`config.mk`:
```
export PLATFORM = sky130hd
export DESIGN_NAME = mem_access_unit
export DESIGN_NICKNAME = d
export VERILOG_FILES = /design/src/rtl/mem_access_unit.sv
export SDC_FILE = /design/constraint.sdc
export NUM_CORES = 1
export LEC_CHECK = 0
export CORE_MARGIN = 8
export CORE_UTILIZATION = 53
export CTS_BUF_LIST = sky130_fd_sc_hd__clkbuf_4 sky130_fd_sc_hd__clkbuf_8
export CTS_CLUSTER_DIAMETER = 30
export DETAILED_ROUTE_END_ITERATION = 8
export GPL_ROUTABILITY_DRIVEN = 1
export GPL_TIMING_DRIVEN = 0
export MAX_ROUTING_LAYER = met4
export PLACE_DENSITY = 0.92
export SKIP_CTS_REPAIR_TIMING = 1
export SLEW_MARGIN = 20
export SYNTH_ARGS = -nofsm -noshare
export SYNTH_HDL_FRONTEND = slang
export SYNTH_SLANG_ARGS = --single-unit
```
`constraint.sdc`:
```
create_clock -name clk -period 4.92 [get_ports clk]
set_clock_uncertainty 0.1 [all_clocks]
set_input_delay 1.476 -clock clk [delete_from_list [all_inputs] [get_ports clk]]
set_output_delay 1.476 -clock clk [all_outputs]
set_load 0.01 [all_outputs]
```
`src/rtl/mem_access_unit.sv`:
```
// Load/store access unit in front of the word-wide data memory.
// Handles byte/half/word accesses; sub-word stores are done as read-modify-write.
module mem_access_unit #(
  parameter int ADDR_W = 5
) (
  input  logic              clk,
  input  logic              rst,
  input  logic              req_valid,
  output logic              req_ready,
  input  logic              req_we,
  input  logic [1:0]        req_size,
  input  logic              req_unsigned,
  input  logic [ADDR_W-1:0] req_addr,
  input  logic [31:0]       req_wdata,
  output logic              resp_valid,
  output logic              resp_err,
  output logic [31:0]       resp_rdata,
  output logic              mem_we,
  output logic [ADDR_W-1:0] mem_addr,
  output logic [31:0]       mem_wdata,
  input  logic [31:0]       mem_rdata,
  output logic [2:0]        dbg_state
);

  // Handshake: a request transfers on a rising edge where req_valid & req_ready;
  // req_ready is high only in IDLE, req_* are ignored after the transfer, and the
  // response is a single-cycle resp_valid pulse with no backpressure.

  typedef enum logic [2:0] {
    IDLE = 3'd0,
    RD   = 3'd1,
    CAP  = 3'd2,
    WR   = 3'd3,
    RESP = 3'd4
  } state_t;

  state_t      state_q, state_d;
  logic        live_q;
  logic        we_q;
  logic [1:0]  size_q;
  logic        uns_q;
  logic [1:0]  lane_q;
  logic [15:0] wdata_q;
  logic        err_q;

  logic        accept;
  logic        illegal;
  logic        word_store;
  logic [7:0]  byte_sel;
  logic [15:0] half_sel;
  logic [31:0] load_ext;
  logic [31:0] merged;

  assign accept     = req_valid & req_ready;
  assign illegal    = (req_size == 2'b11)
                    | ((req_size == 2'b01) & req_addr[0])
                    | ((req_size == 2'b10) & (req_addr[1:0] != 2'b00));
  assign word_store = req_we & (req_size == 2'b10);

  always_ff @(posedge clk or negedge rst) begin
    if (!rst) begin
      state_q <= IDLE;
      live_q  <= 1'b0;
    end else begin
      state_q <= state_d;
      live_q  <= 1'b1;
    end
  end

  always_comb begin
    state_d = state_q;
    case (state_q)
      IDLE: begin
        if (accept) begin
          if (illegal)         state_d = RESP;
          else if (word_store) state_d = WR;
          else                 state_d = RD;
        end
      end
      RD:      state_d = CAP;
      CAP:     state_d = we_q ? WR : RESP;
      WR:      state_d = RESP;
      RESP:    state_d = IDLE;
      default: state_d = IDLE;
    endcase
  end

  always_comb begin
    req_ready  = live_q & (state_q == IDLE);
    resp_valid = (state_q == RESP);
    resp_err   = (state_q == RESP) & err_q;
    mem_we     = (state_q == WR);
    dbg_state  = state_q;
  end

  // Little-endian lane selection on the word returned in CAP.
  always_comb begin
    byte_sel = mem_rdata[{lane_q, 3'b000} +: 8];
    half_sel = lane_q[1] ? mem_rdata[31:16] : mem_rdata[15:0];
    case (size_q)
      2'b00:   load_ext = {{24{byte_sel[7] & ~uns_q}}, byte_sel};
      2'b01:   load_ext = {{16{half_sel[15] & ~uns_q}}, half_sel};
      default: load_ext = mem_rdata;
    endcase
  end

  always_comb begin
    merged = mem_rdata;
    if (size_q == 2'b00)
      merged[{lane_q, 3'b000} +: 8] = wdata_q[7:0];
    else if (lane_q[1])
      merged[31:16] = wdata_q;
    else
      merged[15:0] = wdata_q;
  end

  always_ff @(posedge clk or negedge rst) begin
    if (!rst) begin
      we_q       <= 1'b0;
      size_q     <= 2'b00;
      uns_q      <= 1'b0;
      lane_q     <= 2'b00;
      wdata_q    <= '0;
      err_q      <= 1'b0;
      mem_addr   <= '0;
      mem_wdata  <= '0;
      resp_rdata <= '0;
    end else begin
      if (accept) begin
        we_q    <= req_we;
        size_q  <= req_size;
        uns_q   <= req_unsigned;
        lane_q  <= req_addr[1:0];
        wdata_q <= req_wdata[15:0];
        err_q   <= illegal;
        // Erroring requests never touch the memory port, so it keeps its last values.
        if (!illegal) begin
          mem_addr <= {req_addr[ADDR_W-1:2], 2'b00};
          if (word_store) mem_wdata <= req_wdata;
        end
      end
      if (state_q == CAP) begin
        if (we_q) mem_wdata  <= merged;
        else      resp_rdata <= load_ext;
      end
      if ((state_q == WR) || ((state_q == IDLE) && accept && illegal))
        resp_rdata <= '0;
    end
  end

endmodule

```
Word level (Yosys, flattened, before mapping)
Index checks and enable logic that the tools add are counted.

Bits of input ports: 76. Register bits: 94. Output and inout bits: 76.

Add/subtract/negate cells: 1. Muxes and demuxes: 19. Shift operators: 3. Eq/ne operators: 10. Reductions and logical operators: 9. Bitwise logic cells: 12.

Operators with widths (number): $mux W32 (9); $pmux W32 S2 (1); $mux W16 (3); $bwmux W32 (1); $shift A8 B7 Y32 const A (1); $shiftx A32 B6 Y8 (1); $shiftx A8 B7 Y32 (1); $pmux W3 S4 (1); $mux W3 (3); $and A1 B1 Y1 (8); $neg A5 Y7 (1); $eq A3 B2 Y1 const B (2); $eq A2 B1 Y1 const B (2); $eq A2 B2 Y1 const B (2); $reduce_and A2 Y1 (2); $reduce_bool A2 Y1 (2); $eq A3 B1 Y1 const B (1); $eq A3 B3 Y1 const B (1); $logic_not A3 Y1 (1); $logic_and A1 B1 Y1 (2); $logic_not A2 Y1 (1); $mux W2 (1); $ne A2 B1 Y1 const B (1); $ne A2 B2 Y1 const B (1); other kinds (3) (5).

Logic depth before layout (Yosys ltp)
Depth after elaboration: 8. Gate-level depth with buffers: 8. Depth with buffers taken out: 6.

Least setup slack after synthesis
Ideal clock, no wire load.

Kind: input port to flip-flop. Start point: in req_size[0]. End point: reg resp_rdata[28]. Path slack: 2.065 ns. Stages: 6. Arrival time: 2.688 ns. Path through: nor3_1 nand4bb_1 and2_1 clkbuf_1 clkbuf_1 a221o_1.

Cells in the longest elaborated chain, start to end: 8. Elaborated cells between the ends (all ways): 13. Those cells by class: eq/ne (4); mux (1); bitwise (4); reduce/logical (4).

RTL lines: from (decl) (RTL line 11) `input logic [1:0] req_size,`; $eq A2 B1 Y1 (RTL line 56) `| ((req_size == 2'b01) & req_addr[0])`; $and A1 B1 Y1 (RTL line 56); $or A1 B1 Y1 (RTL line 56); $or A1 B1 Y1 * (RTL line 57) `| ((req_size == 2'b10) & (req_addr[1:0] != 2'b00));`; $logic_and A1 B1 Y1 * (RTL line 146) `if ((state_q == WR) || ((state_q == IDLE) && accept && illegal))`; $logic_or A1 B1 Y1 * (RTL line 146); $ne A2 B1 Y1 (no source line) / $reduce_bool A2 Y1 (equally long branches); $reduce_and A2 Y1 (no source line); to (signal assigned) (RTL line 144) `else resp_rdata <= load_ext;`; to (decl) (RTL line 17) `output logic [31:0] resp_rdata,`.

Mark *: on every way between the ends. The rest lies on a longest branch, timed or not. A chain may end at the register's enable or synchronous reset.

Worst setup path after layout
Start point: in req_addr[0]. End point: reg state_q[1] (netlist: dbg_state[1]).

Cells in the longest elaborated chain, start to end: 6. Elaborated cells between the ends (all ways): 8. Those cells by class: mux (3); bitwise (4); reduce/logical (1).

RTL lines: from (decl) (RTL line 13) `input logic [ADDR_W-1:0] req_addr,`; $and A1 B1 Y1 / $reduce_bool A2 Y1 (equally long branches) (RTL line 56, 57); $or A1 B1 Y1 / $and A1 B1 Y1 (equally long branches) (RTL line 56, 57); $or A1 B1 Y1 * (RTL line 57); $mux W3 * (RTL line 75) `if (illegal) state_d = RESP;`; $mux W3 * (RTL line 74) `if (accept) begin`; $pmux W3 S4 * (RTL line 72) `case (state_q)`; to (signal assigned) (RTL line 65) `state_q <= state_d;`; to (decl) (RTL line 37) `state_t state_q, state_d;`.

Mark *: on every way between the ends. The rest lies on a longest branch, timed or not. The select of a mux whose other input is x is not followed.

==> results by group <==
Yosys
  • Largest family of logic cells by synthesized area: compound AO/OA/AOI/OAI gates
  • Xor/xnor cell area share of the yosys netlist: 0
  • Yosys top cell by area: dfrtp_1
  • Ys Warns: 0
  • EDFF count, synth: 0
  • Synthesized area per cell: 10.02 um2
  • Post-synthesis compound-gate area fraction: 0.2395
  • Synth top cells by count: dfrtp_1, nand2_1, mux2_2
  • Synth Area in Adders: 0.01243
  • Post-Synth Simple-Gate Area: 0.1296
  • Post-synthesis sequential area ratio: 0.4675
  • Synthesized flop and latch total: 94
  • Asr flop ratio synth: 1.000
  • Post-synthesis mux area share: 0.09426
  • Most common cell in the synthesized netlist: dfrtp_1
  • Share of the synthesized area in the top cell type: 0.4675
  • Top cells by area, synth: dfrtp_1, mux2_2, nand2_1
  • Synth cell types: 49
  • Most used DFF post-synth: dfrtp_1
  • Gate Count Post-Synth: 502
  • Mapped cell area: 5031 um2

Drt
  • WL final: 19.24 mm
  • Vias per cell: 6.368
  • Routed via count: 5,082
  • DR iter-0 viols: 487
  • TritonRoute pass-1 iters: 8
  • DR DRC count: 0
  • Drt wl/cell: 24.11 um
  • Routed Antenna Nets: 0

STA
  • Fin. Hold Viols: 0
  • Unrepaired setup endpoints after global routing: no
  • Fmax: 277.9 MHz
  • Slew @ Worst Pin: 790.1 ps
  • Final min period: 3598 ps
  • Slew Limit Fails: 0
  • Slew headroom: 0.4713
  • Post-route clock period utilization: 0.7314
  • Endpoints failing setup: 0
  • Worst setup margin: 1322 ps

Cells and area
  • Number of nets in the layout: 745
  • Share of layout cells above drive strength 1: 0.09865
  • Ant. Diodes: 0
  • Multi-input logic area: 2405 um2
  • Reg area: 2352 um2
  • Layout area overhead: 37.20%
  • Util after Layout: 0.7471
  • # fillers: 663

Global routing
  • Overflow after GRT: 0
  • Largest net degree at the start of global routing: 60
  • Initial antenna violation count: 0
  • Vias in the first global route: 5,127
  • First-pass GRT wire length: 29.49 mm
  • Global-route usage over all layers: 0.3032

Setup path
  • CP delay by family, top: buffers and inverters
  • Critical Path RT: 5080 ps
  • Worst Path Max Fanout: 10
  • Worst EP arrival: 3760 ps
  • Worst path cell trace: clkdlybuf4s50_1, nor3_1, nand4_1, clkbuf_1, a221oi_1
  • R2r startpoint: lane_q[1]
  • CP Capture Type: flip-flop
  • Critical path origin: req_addr[0]
  • Crit Path Class: input pin to flip-flop
  • WP buf/inv: 2
  • CP max stage delay: 550 ps
  • Crit-path slowest cell: nand4_1
  • Worst Setup Start Kind: input pin

Power and ir drop
  • Design Power: 0.004389 W
  • Combinational fraction of design power: 0.558
  • Peak supply drop: 0.0003499 V
  • Leakage: 2.865 nW
  • PD cells: 635.8 nW/um2
  • Switch Pwr: 0.001868 W
  • Sw frac: 0.4257
  • Pint: 0.002521 W
  • Seq pwr share: 0.326
  • Clock share of power: 0.116

Die
  • Num ports: 152
  • Full die area: 12,870 um2
  • Core ar.: 9240 um2
  • Starting density of the core: 0.5445
  • Height of the die: 113.4 um
  • Die width: 113.4 um
  • Row count: 35

Clocking
  • CTS H-tree depth: 3
  • Clock Latency Late Sink: 370 ps
  • Clk sinks: 94
  • TritonCTS buffer count: 9
  • CTS tree: yes
  • Clk buf depth: 2
  • CTS root buffer: clkbuf_8
  • Clk slew on worst S/H paths: 110 ps

Place
  • Final HPWL DP: 14.93 mm
  • Dpl ws: 1000 ps
  • Final GP Congestion: 0.9241
  • Buffers on Ports: 149

Hold path
  • Min-Delay Path Class: flip-flop to flip-flop
  • Hold Startpoint: resp_rdata[7]

Job
  • Number of max-cap violations: 0

Status
  • Status: finished clean
[layout by cell type (no fill, tap or decap), drive strengths merged, types with 6 or more instances in the layout]
cell	n
o211ai	16
a221oi	17
clkbuf	39
o22ai	11
o221ai	6
inv	28
nor3b	11
nand2	60
a221o	17
o21ai	32
nand3	16
a22o	7
clkdlybuf4s50	148
a31oi	18
mux2i	8
dfrtp	94
mux2	35
buf	14
a21oi	23
nor2	11
[worst register-to-register path: stages, from the launching register on]
cell,delay [ps]
dfrtp_1,460
buf_2,230
inv_1,220
ha_1,190
clkbuf_1,320
nand4b_1,450
nor3b_1,500
o22ai_1,200
o211ai_1,210
[metrics by stage]
| stage | area [um2] | TNS (ps) | cells | hold slack, ps |
|---|---|---|---|---|
| after floorplan | 5035 | 0 | 503 | 339.3 |
| after global placement | 6688 | -98080 | 781 | 366.5 |
| after detailed placement | 6716 | 0 | 782 | 379.6 |
| after CTS | 6903 | 0 | 798 | 404.8 |
| after global routing | 6903 | 0 | 798 | 428.1 |
| final | 6903 | 0 | 798 | 406.9 |
[state kept, by name (all words and copies together), names as in the netlist, 2 cells and up]
signal / cells
mem_wdata: 32
wdata_q: 16
size_q: 2
resp_rdata: 32
lane_q: 2
dbg_state: 3
mem_addr: 3
[path summary, 6_finish.rpt]
check / end / slack, ps / depth (start not counted)
max in group asynchronous: wdata_q[7] / 3210 / 2
worst max register to register: mem_wdata[9] / 1950 / 8
min in group asynchronous: resp_rdata[31] / 880 / 1
worst min register to register: resp_rdata[7] / 410 / 1
worst min-delay path: resp_rdata[7] / 410 / 1
worst max-delay path: dbg_state[1] / 1320 / 5
[routing by layer]
layer	global-route usage	up-vias	routed length, um
met2	0.4770	326	9139
met1	0.3781	2498	7709
met4	0.1172	0	594
met3	0.06286	51	1796
li1	-	2207	-
met5	-	-	0
[kinds of logic (layout without fill, tap and decap cells)]
family          count (synthesis)  count (layout)
buf+inv                        66             232
other cells                     2               3
mux                            43              43
simple gates                  126             126
fa+ha+maj                       5               5
compound gates                166             166
flops                          94              94
[power groups by stage]
| stage | Clock (W) | Combinational [W] | Sequential (W) |
|---|---|---|---|
| after floorplan | 0 | 0.00121 | 0.00150 |
| after global placement | 0 | 0.00235 | 0.00141 |
| after detailed placement | 0 | 0.00241 | 0.00144 |
| after CTS | 0.000509 | 0.00242 | 0.00142 |
| after global routing | 0.000539 | 0.00262 | 0.00147 |
| final | 0.000511 | 0.00245 | 0.00143 |
[layout make-up]
type | count | area share
Sequential cell | 94 | 0.3408
Timing Repair Buffer | 150 | 0.2202
Clock inverter | 7 | 0.009063
Buffer | 42 | 0.02719
Multi-Input combinational cell | 343 | 0.3484
Inverter | 24 | 0.01305
Clock buffer | 9 | 0.01794
Tap cell | 129 | 0.02338
(Power assumes the default switching activity.)
